<file path="config.mk">
export PLATFORM = sky130hd
export DESIGN_NAME = ins_fetch_resp
export DESIGN_NICKNAME = d
export VERILOG_FILES = /design/src/rtl/ins_fetch_resp_pkg.sv /design/src/rtl/ins_fetch_resp_icache_dm.sv /design/src/rtl/ins_fetch_resp.sv
export SDC_FILE = /design/constraint.sdc
export NUM_CORES = 1
export LEC_CHECK = 0
export BUFFER_PORTS_ARGS = -buffer_cell sky130_fd_sc_hd__buf_2
export CORE_ASPECT_RATIO = 1.75
export CORE_MARGIN = 3
export CORE_UTILIZATION = 40
export CTS_CLUSTER_DIAMETER = 40
export DETAILED_ROUTE_END_ITERATION = 8
export GPL_TIMING_DRIVEN = 0
export SLEW_MARGIN = 20
export SYNTH_ARGS = -nofsm -noshare
export SYNTH_HDL_FRONTEND = slang
export SYNTH_SLANG_ARGS = --single-unit
</file>
<file path="constraint.sdc">
create_clock -name clk_i -period 9.6 [get_ports clk_i]
set_clock_uncertainty 0.15 [all_clocks]
set_input_delay 1.44 -clock clk_i [delete_from_list [all_inputs] [get_ports clk_i]]
set_output_delay 1.44 -clock clk_i [all_outputs]
set_load 0.01 [all_outputs]
</file>
<file path="src/rtl/ins_fetch_resp_pkg.sv">
// Shared constants, FSM encoding and word helpers for the instruction-fetch responder.
package ins_fetch_resp_pkg;

  localparam logic HIGH           = 1'b1;
  localparam logic LOW            = 1'b0;
  localparam int   DEF_INDEX_BITS = 4;
  localparam int   DEF_ADDR_W     = 32;
  localparam int   WORD_BYTES     = 4;

  typedef enum logic [1:0] {
    IFR_IDLE = 2'd0,
    IFR_FILL = 2'd1,
    IFR_DONE = 2'd2
  } ifr_state_e;

  typedef logic [WORD_BYTES-1:0][7:0] ins_word_t;
  typedef logic [2:0]                 byte_cnt_t;

  // Little-endian lane insert: lane i holds the byte read from base+i.
  function automatic ins_word_t put_byte(input ins_word_t w, input logic [1:0] lane,
                                         input logic [7:0] b);
    ins_word_t r;
    r       = w;
    r[lane] = b;
    return r;
  endfunction

endpackage

</file>
<file path="src/rtl/ins_fetch_resp_icache_dm.sv">
// Direct-mapped one-word-per-line instruction cache: combinational lookup, synchronous fill.
module ins_fetch_resp_icache_dm
  import ins_fetch_resp_pkg::*;
#(
  parameter int INDEX_BITS = DEF_INDEX_BITS,
  parameter int ADDR_W     = DEF_ADDR_W
) (
  input  logic              clk_i,
  input  logic              rst_i,
  input  logic [ADDR_W-1:2] rd_addr_i,
  output logic              rd_hit_o,
  output logic [31:0]       rd_data_o,
  input  logic              wr_en_i,
  input  logic [ADDR_W-1:2] wr_addr_i,
  input  logic [31:0]       wr_data_i
);

  localparam int LINES = 1 << INDEX_BITS;
  localparam int TAG_W = ADDR_W - INDEX_BITS - 2;

  logic [LINES-1:0] valid_q;
  logic [TAG_W-1:0] tag_q  [LINES];
  logic [31:0]      data_q [LINES];

  logic [INDEX_BITS-1:0] rd_idx, wr_idx;
  logic [TAG_W-1:0]      rd_tag, wr_tag;

  assign rd_idx = rd_addr_i[INDEX_BITS+1:2];
  assign rd_tag = rd_addr_i[ADDR_W-1:INDEX_BITS+2];
  assign wr_idx = wr_addr_i[INDEX_BITS+1:2];
  assign wr_tag = wr_addr_i[ADDR_W-1:INDEX_BITS+2];

  assign rd_hit_o  = valid_q[rd_idx] && (tag_q[rd_idx] == rd_tag);
  assign rd_data_o = data_q[rd_idx];

  always_ff @(posedge clk_i or posedge rst_i) begin
    if (rst_i)        valid_q         <= '0;
    else if (wr_en_i) valid_q[wr_idx] <= HIGH;
  end

  // Tag/data need no reset: they are never read while the line is invalid.
  always_ff @(posedge clk_i) begin
    if (wr_en_i) begin
      tag_q[wr_idx]  <= wr_tag;
      data_q[wr_idx] <= wr_data_i;
    end
  end

endmodule

</file>
<file path="src/rtl/ins_fetch_resp.sv">
// Instruction-fetch responder: icache lookup, 4-byte RAM fill on miss, one-cycle flg_get handshake.
module ins_fetch_resp
  import ins_fetch_resp_pkg::*;
#(
  parameter int INDEX_BITS = DEF_INDEX_BITS,
  parameter int ADDR_W     = DEF_ADDR_W
) (
  input  logic              clk_i,
  input  logic              rst_i,
  input  logic              rdy_i,
  input  logic              nd_ins_i,
  input  logic [ADDR_W-1:0] pc_fetch_i,
  input  logic              jal_reset_i,
  input  logic              lsu_busy_i,
  input  logic [7:0]        mem_din_i,
  output logic              flg_get_o,
  output logic [31:0]       ins_in_o,
  output logic              mem_rd_en_o,
  output logic [ADDR_W-1:0] mem_a_o
);

  ifr_state_e        state_q, state_d;
  logic [ADDR_W-1:2] base_q;
  byte_cnt_t         issue_cnt_q, recv_cnt_q, issue_idx;
  logic              pend_q, stall_q;
  ins_word_t         word_q, word_fill;
  logic [31:0]       ins_q, hit_data;
  logic [ADDR_W-1:0] pc_base, issue_addr;
  logic              req, hit, hit_take, miss, issue, byte_vld, fill_done;
  logic [1:0]        pc_lsb_unused;

  assign pc_lsb_unused = pc_fetch_i[1:0];
  assign pc_base       = {pc_fetch_i[ADDR_W-1:2], 2'b00};

  ins_fetch_resp_icache_dm #(.INDEX_BITS(INDEX_BITS), .ADDR_W(ADDR_W)) u_icache_dm (
    .clk_i     (clk_i),
    .rst_i     (rst_i),
    .rd_addr_i (pc_fetch_i[ADDR_W-1:2]),
    .rd_hit_o  (hit),
    .rd_data_o (hit_data),
    .wr_en_i   (rdy_i && fill_done),
    .wr_addr_i (base_q),
    .wr_data_i (word_fill)
  );

  assign req      = (state_q == IFR_IDLE) && nd_ins_i && !jal_reset_i;
  assign hit_take = req && hit;
  assign miss     = req && !hit;

  // A byte due in a stalled cycle is lost, so the first cycle after a stall
  // rewinds the issue pointer to the next byte still missing.
  assign issue_idx = stall_q ? recv_cnt_q : issue_cnt_q;
  assign byte_vld  = (state_q == IFR_FILL) && pend_q && !stall_q && !jal_reset_i;
  assign word_fill = put_byte(word_q, recv_cnt_q[1:0], mem_din_i);
  assign fill_done = byte_vld && (recv_cnt_q == 3'd3);

  always_ff @(posedge clk_i or posedge rst_i) begin
    if (rst_i)      state_q <= IFR_IDLE;
    else if (rdy_i) state_q <= state_d;
  end

  always_comb begin
    state_d = state_q;
    case (state_q)
      IFR_IDLE: if (req) state_d = hit ? IFR_DONE : IFR_FILL;
      IFR_FILL: begin
        if (jal_reset_i)    state_d = IFR_IDLE;
        else if (fill_done) state_d = IFR_DONE;
      end
      IFR_DONE: state_d = IFR_IDLE;
      default:  state_d = IFR_IDLE;
    endcase
  end

  // Byte 0 goes out in the lookup cycle itself so a clean miss returns in cycle 5.
  always_comb begin
    issue      = LOW;
    issue_addr = {base_q, 2'b00} + ADDR_W'(issue_idx);
    case (state_q)
      IFR_IDLE: begin
        issue      = miss && !lsu_busy_i;
        issue_addr = pc_base;
      end
      IFR_FILL: issue = (issue_idx < 3'd4) && !lsu_busy_i && !jal_reset_i;
      default:  issue = LOW;
    endcase
    if (!rdy_i || rst_i) issue = LOW;
    mem_rd_en_o = issue;
    mem_a_o     = issue ? issue_addr : '0;
    flg_get_o   = (state_q == IFR_DONE);
  end

  assign ins_in_o = ins_q;

  always_ff @(posedge clk_i or posedge rst_i) begin
    if (rst_i) begin
      base_q      <= '0;
      issue_cnt_q <= '0;
      recv_cnt_q  <= '0;
      pend_q      <= LOW;
      stall_q     <= LOW;
      word_q      <= '0;
      ins_q       <= '0;
    end else begin
      stall_q <= !rdy_i;
      if (rdy_i) begin
        pend_q <= issue;
        case (state_q)
          IFR_IDLE: begin
            if (miss) begin
              base_q      <= pc_fetch_i[ADDR_W-1:2];
              issue_cnt_q <= byte_cnt_t'(issue);
              recv_cnt_q  <= '0;
            end else if (hit_take) begin
              ins_q <= hit_data;
            end
          end
          IFR_FILL: begin
            issue_cnt_q <= issue_idx + byte_cnt_t'(issue);
            if (byte_vld) begin
              word_q     <= word_fill;
              recv_cnt_q <= recv_cnt_q + 3'd1;
            end
            if (fill_done) ins_q <= word_fill;
          end
          default: ;
        endcase
      end
    end
  end

endmodule
</file>
== Word level (Yosys, flattened, before mapping) ==
Memories as Yosys holds them, arrays and structs flattened.
Index checks and enable logic that the tools add are counted.
Operators by class
  $add $sub $neg: 3
  multipliers: 0
  div/mod/pow operators: 0
  $lt $le $gt $ge: 6
  equality and inequality tests: 11
  shift-type cells: 0
  muxes and demuxes: 28
  bitwise operators: 1
  reduce and logical (&&, ||, !) cells: 29
Operators by type and width (count)
  $mux W32: 5
  $pmux W32 S2: 1
  $add A32 B3 Y32: 1
  $bwmux W32: 1
  $eq A26 B26 Y1: 1
  $demux W8 S2: 1
  $or A16 B16 Y16: 1
  $logic_and A1 B1 Y1: 15
  $mux W3: 4
  $ne A2 B2 Y1 const B: 6
  $pmux W3 S2: 2
  $reduce_and A3 Y1: 4
  $lt A4 B5 Y1 const B: 2
  $mux W2: 4
  $mux W8: 1
  $logic_not A1 Y1: 5
  $mux W1: 5
  $reduce_and A5 Y1: 1
  $bmux W1 S4: 1
  $demux W1 S4: 1
  $ge A4 B1 Y1 const B: 1
  $pmux W2 S2: 1
  $reduce_and A4 Y1: 1
  $add A3 B1 Y3: 1
  other kinds (12): 12
Word-level totals
  bits in registers: 120
  bits in latches: 0
  RAM bits: 928
  bits in read-only memories: 0
  bits of input ports: 46
  output and inout bits: 66
  word-level logic and storage cells: 92
  memories: 2
Memory list
  u_icache_dm.data_q: words 16, bits a word 32, rd ports 1, clocked after memory_dff 0, write ports 1, line ins_fetch_resp_icache_dm.sv:23  | logic [31:0] data_q [LINES];
  u_icache_dm.tag_q: words 16, bits a word 26, rd ports 1, clocked after memory_dff 0, write ports 1, line ins_fetch_resp_icache_dm.sv:22  | logic [TAG_W-1:0] tag_q [LINES];

== Longest topological paths before layout ==
  word-level depth: 10
  depth in mapped cells: 17
  depth with buffers taken out: 12

== Hierarchy ==
From an unflattened synthesis, not the netlist that was laid out.
Second synthesis, totals
  cells, all modules: 2146
  area, all modules: 42166.7 µm²
Modules (own cells, without submodules)
  ins_fetch_resp_icache_dm: instances 1, cells an instance 1537, area each 36337.4 µm², sequential area each 28267.1 µm²
  ins_fetch_resp: instances 1, cells an instance 609, area each 5829.3 µm², sequential area each 2602.5 µm²

== Worst setup path before layout ==
OpenSTA, ideal clock, no wires.
  path type: in2reg
  from: input jal_reset_i
  to: register u_icache_dm.valid_q[0]
  setup time: 89 ps
  arrival time: 6909 ps
  required time: 9361 ps
  path slack: 2452 ps
  stages on the path: 5
  buffers on the path: 0
  cells stage by stage: nor4b_1 -> nand3_1 -> or3_1 -> nor3_1 -> or2_2
Between the ends
  cells in the longest elaborated chain, start to end: 4
RTL lines
  start: declaration: line ins_fetch_resp.sv:13  | input logic jal_reset_i,
  $logic_not A1 Y1: line ins_fetch_resp.sv:53  | assign byte_vld = (state_q == IFR_FILL) && pend_q && !stall_q && !jal_reset_i;
  $logic_and A1 B1 Y1: line ins_fetch_resp.sv:53
  $logic_and A1 B1 Y1: line ins_fetch_resp.sv:55  | assign fill_done = byte_vld && (recv_cnt_q == 3'd3);
  $logic_and A1 B1 Y1: line ins_fetch_resp.sv:41  | .wr_en_i (rdy_i && fill_done),
  end signal: assignment: line ins_fetch_resp_icache_dm.sv:37  | if (rst_i) valid_q <= '0;
  end signal: indexed assignment: line ins_fetch_resp_icache_dm.sv:38  | else if (wr_en_i) valid_q[wr_idx] <= HIGH;
  end: declaration: line ins_fetch_resp_icache_dm.sv:21  | logic [LINES-1:0] valid_q;
Every way passes these cells.
A chain may end at the register's enable or synchronous reset.

== Worst setup path in the final report ==
  from: input pc_fetch_i[3]
  to: output mem_rd_en_o
Between the ends
  cells in the longest elaborated chain, start to end: 8
  elaborated cells on any way between the ends: 10
  those cells by class: 1 x eq/ne; 4 x mux; 4 x reduce/logical; 1 x memory
RTL lines
  start: declaration: line ins_fetch_resp.sv:12  | input logic [ADDR_W-1:0] pc_fetch_i,
  $mem_v2 Z16 W26 / $bmux W1 S4 (equally long branches)
  $eq A26 B26 Y1 / $mux W1 (equally long branches): line ins_fetch_resp_icache_dm.sv:33  | assign rd_hit_o = valid_q[rd_idx] && (tag_q[rd_idx] == rd_tag);
  $logic_and A1 B1 Y1 *: line ins_fetch_resp_icache_dm.sv:33
  $logic_not A1 Y1 *: line ins_fetch_resp.sv:48  | assign miss = req && !hit;
  $logic_and A1 B1 Y1 *: line ins_fetch_resp.sv:48
  $logic_and A1 B1 Y1 *: line ins_fetch_resp.sv:81  | issue = miss && !lsu_busy_i;
  $pmux W1 S2 *: line ins_fetch_resp.sv:79  | case (state_q)
  $mux W1 *: line ins_fetch_resp.sv:87  | if (!rdy_i || rst_i) issue = LOW;
  end: declaration: line ins_fetch_resp.sv:18  | output logic mem_rd_en_o,
Every way passes the cells marked *; elsewhere a longest branch is shown, timed or not. The select of a mux whose other input is x is not followed.

==> summary.txt <==
Final layout
  – Commonest non-fill, non-tap cell in the layout: edfxtp_1
  – Share of layout cells above drive strength 1: 30.1%
  – Most frequent cells in the layout: edfxtp_1 (928), mux4_2 (259), buf_2 (124), dfrtp_1 (120), clkbuf_16 (108)
  – # fillers: ~8600
  – Cell Count, Final, Fillers Out: between 3000 and 4000
  – Final-stage net count: approximately 2500
  – Final instance area: a little under 50000 sq um
  – Area delta synth->final: 17.4%

Critical path
  – Required time of the critical path: ~8 ns
  – R2R Path Start: u_icache_dm.tag_q[0][10]$_DFFE_PP_
  – Critical path class: input pin to primary output
  – Critical path startpoint: pc_fetch_i[3]
  – CP max FO: 10
  – Critical path endpoint category: primary output
  – CP Launch Type: input pin
  – Crit path arrival time: between 6 and 7 ns

Timing
  – Slew Limit Fails: 0
  – Slew HR: a little over a fifth
  – Final Critical Period: around 7.6 ns
  – RSZ-0062 raised after global routing: false
  – Final setup fails: 0
  – Fin. Hold Viols: 0
  – Setup TNS: 0 ns
  – Final period util: roughly 80%
  – Hold Slack: about 0.32 ns
  – Peak Freq: 131 MHz
  – Slew @ Worst Pin: around 1.2 ns

Detailed routing
  – Wire per inst: a little over 30 um
  – Drt first pass iters: 5
  – DR vias: ~22000
  – Residual DRC count: 0
  – Total Routed Length: 116000 um
  – Starting DRC count in detailed routing: about 2200
  – Antenna viol nets, final: 0
  – Via density per instance: approximately 5.7

Worst hold path
  – Hold crit path type: flop to flop
  – Hold Crit Start: u_icache_dm.valid_q[1]$_DFFE_PP0P_

Placed design
  – Final Wtd Congestion: 0.906
  – Number of port buffers: 106
  – Cell Area, Placed: between 40000 and 50000 sq um
  – Dpl cells: between 3000 and 4000
  – Post-DP HPWL: between 80000 and 90000 um

Synthesis
  – Prevailing post-synth register cell: edfxtp_1
  – Mean post-synth cell area: 19.9 sq um
  – Post-Syn Area: about 42000 sq um
  – Mapped Nets: about 2200
  – Synth Register Bits: around 1000
  – EDFF count, synth: around 930
  – Ys async rst share: between 10% and 20%
  – Cell variety after synth: 58
  – YS warnings: 0
  – Synth Instances: 2112
  – Seq/Total Area, Yosys: 73.4%

Pwr
  – Power, Total: around 11 mW
  – Leakage power: 16.4 nW
  – Pwr dens: around 220 nW/um^2
  – Peak VDD IR: 0.124 mV

Floorplanning
  – Chip width: approximately 250 um
  – Core Area: around 100000 sq um
  – Die ar.: between 100000 and 150000 sq um
  – I/O pin count: approximately 110
  – Cell Rows: 156
  – Initial Utilization: between 40% and 50%
  – Die Ht: approximately 430 um

Global route
  – Largest net degree at the start of global routing: between 70 and 80
  – First-pass GRT wire length: 168000 um
  – Total grt overflow: 0
  – Total track usage: a little over a fifth
  – Vias in the first global route: 23200
  – Antenna violations before repair: 6

Clock tree
  – Clock buffer depth: 3
  – Resized Gates After CTS: 0
  – H-Tree Depth: 3
  – TritonCTS clock tree: done
  – Clock transition at path regs: around 0.06 ns
  – TritonCTS buffer count: just over 100
  – Hold-fix buffers, CTS: 0
  – Clock sink total: roughly 1000
  – Worst-Skew Late Latency: ~0.69 ns
  – Post-CTS Setup Inserts: 0
  – Root buffer cell: clkbuf_16

Status
  – Status: finished clean

Job
  – Total of max-cap violations: 0
cell families (layout without fill, tap and decap cells):
group                    Yosys count  count (layout)  share of synthesized area [%]
AO/OA/AOI/OAI                    202             202                           2.94
XOR/XNOR                          54              54                           1.13
adder cells (fa/ha/maj)            9               9                          0.268
buffers and inverters            153             542                           1.70
flip-flops                      1048            1048                           73.4
multiplexers                     401             401                           17.7
other                              0               1                              0
AND/OR/NAND/NOR                  245             245                           2.81
stage by stage:
step	setup WS (ns)	util, %
after floorplan	2.45	-
after global placement	-4.59	42.6
after detailed placement	1.92	44.2
after CTS	1.92	47.5
after global routing	1.83	47.5
final	1.96	47.5
state kept, by name (all words and copies together) (netlist names):
signal / cells
stall_q: 1
u_icache_dm.tag_q: 416
word_q: 32
state_q: 2
u_icache_dm.data_q: 512
pend_q: 1
recv_cnt_q: 3
base_q: 30
issue_cnt_q: 3
u_icache_dm.valid_q: 16
ins_in_o: 32
where the power goes:
group	internal (mW)	switching, mW
sequential	5.39	0.377
clock	2.33	1.79
combinational	0.354	0.712
total	8.07	2.88
path summary, 6_finish.rpt:
check,to,slack [ns],cells past startpoint
min in group asynchronous,issue_cnt_q[2]$_DFFE_PP0P_,0.66,2
worst min-delay path,u_icache_dm.valid_q[1]$_DFFE_PP0P_,0.32,1
max in group asynchronous,ins_in_o[21]$_DFFE_PP0P_,7.83,3
worst max-delay path,mem_rd_en_o,1.96,13
worst max register to register,issue_cnt_q[2]$_DFFE_PP0P_,5.21,13
worst min register to register,u_icache_dm.valid_q[1]$_DFFE_PP0P_,0.32,1
final cells by class:
class / count / area [sq um] / share of cell area (%)
multi-input cells: 911 / 10600 / 21.4
plain buffers: 111 / 579 / 1.17
clock inverters: 69 / 687 / 1.39
repair buffers: 197 / 2010 / 4.07
diodes: 1 / 2.50 / 0.00507
well taps: 1343 / 1680 / 3.40
clock buffers: 123 / 2800 / 5.67
flip-flops and latches: 1048 / 30900 / 62.5
inverters: 42 / 165 / 0.335
cells in the mapped netlist (all sizes together), types with 2 or more instances:
cell | n | area (sq um)
nor2 | 50 | 188
nand4 | 8 | 50.1
nand2b | 7 | 43.8
dfrtp | 120 | 3000
xor2 | 33 | 289
o22ai | 2 | 12.5
and2 | 2 | 12.5
or3 | 4 | 25.0
mux2 | 66 | 856
a221oi | 7 | 92.6
nor4 | 5 | 37.5
xnor2 | 21 | 184
a31oi | 2 | 27.5
a22oi | 20 | 150
buf | 58 | 359
o21ai | 75 | 379
and3 | 12 | 75.1
edfxtp | 928 | 27900
o211ai | 2 | 15.0
and4 | 8 | 70.1
inv | 42 | 158
nor2b | 12 | 75.1
nand3 | 19 | 95.1
mux4 | 259 | 5830
o2111ai | 2 | 17.5
a211oi | 2 | 15.0
nor3 | 9 | 50.1
a22o | 7 | 61.3
mux2i | 76 | 761
a21oi | 72 | 360
clkbuf | 53 | 199
a31o | 3 | 26.3
nand2 | 91 | 342
or2 | 16 | 100
ha | 9 | 113
worst max-delay path, cell delays in order:
cell      delay, ns
buf_2          0.25
clkbuf_1       0.63
buf_2          0.53
buf_2          0.52
mux4_2         0.41
xnor2_1        0.18
a21oi_1        0.08
o21ai_0        0.63
o2111a_1       0.43
a21o_1         0.27
buf_2          0.27
nand2_1        0.16
buf_2          0.20
metal layers:
metal	vias to the layer above	share of wire (%)	routed length, um	track usage, %
li1	9183	-	-	-
met2	893	52	60800	37.9
met3	235	5.7	6700	2.81
met5	-	0.015	17	0
met1	11700	37	43400	26.5
met4	2	4.8	5540	10.0
Note: power is estimated with default switching activity, not from simulation.
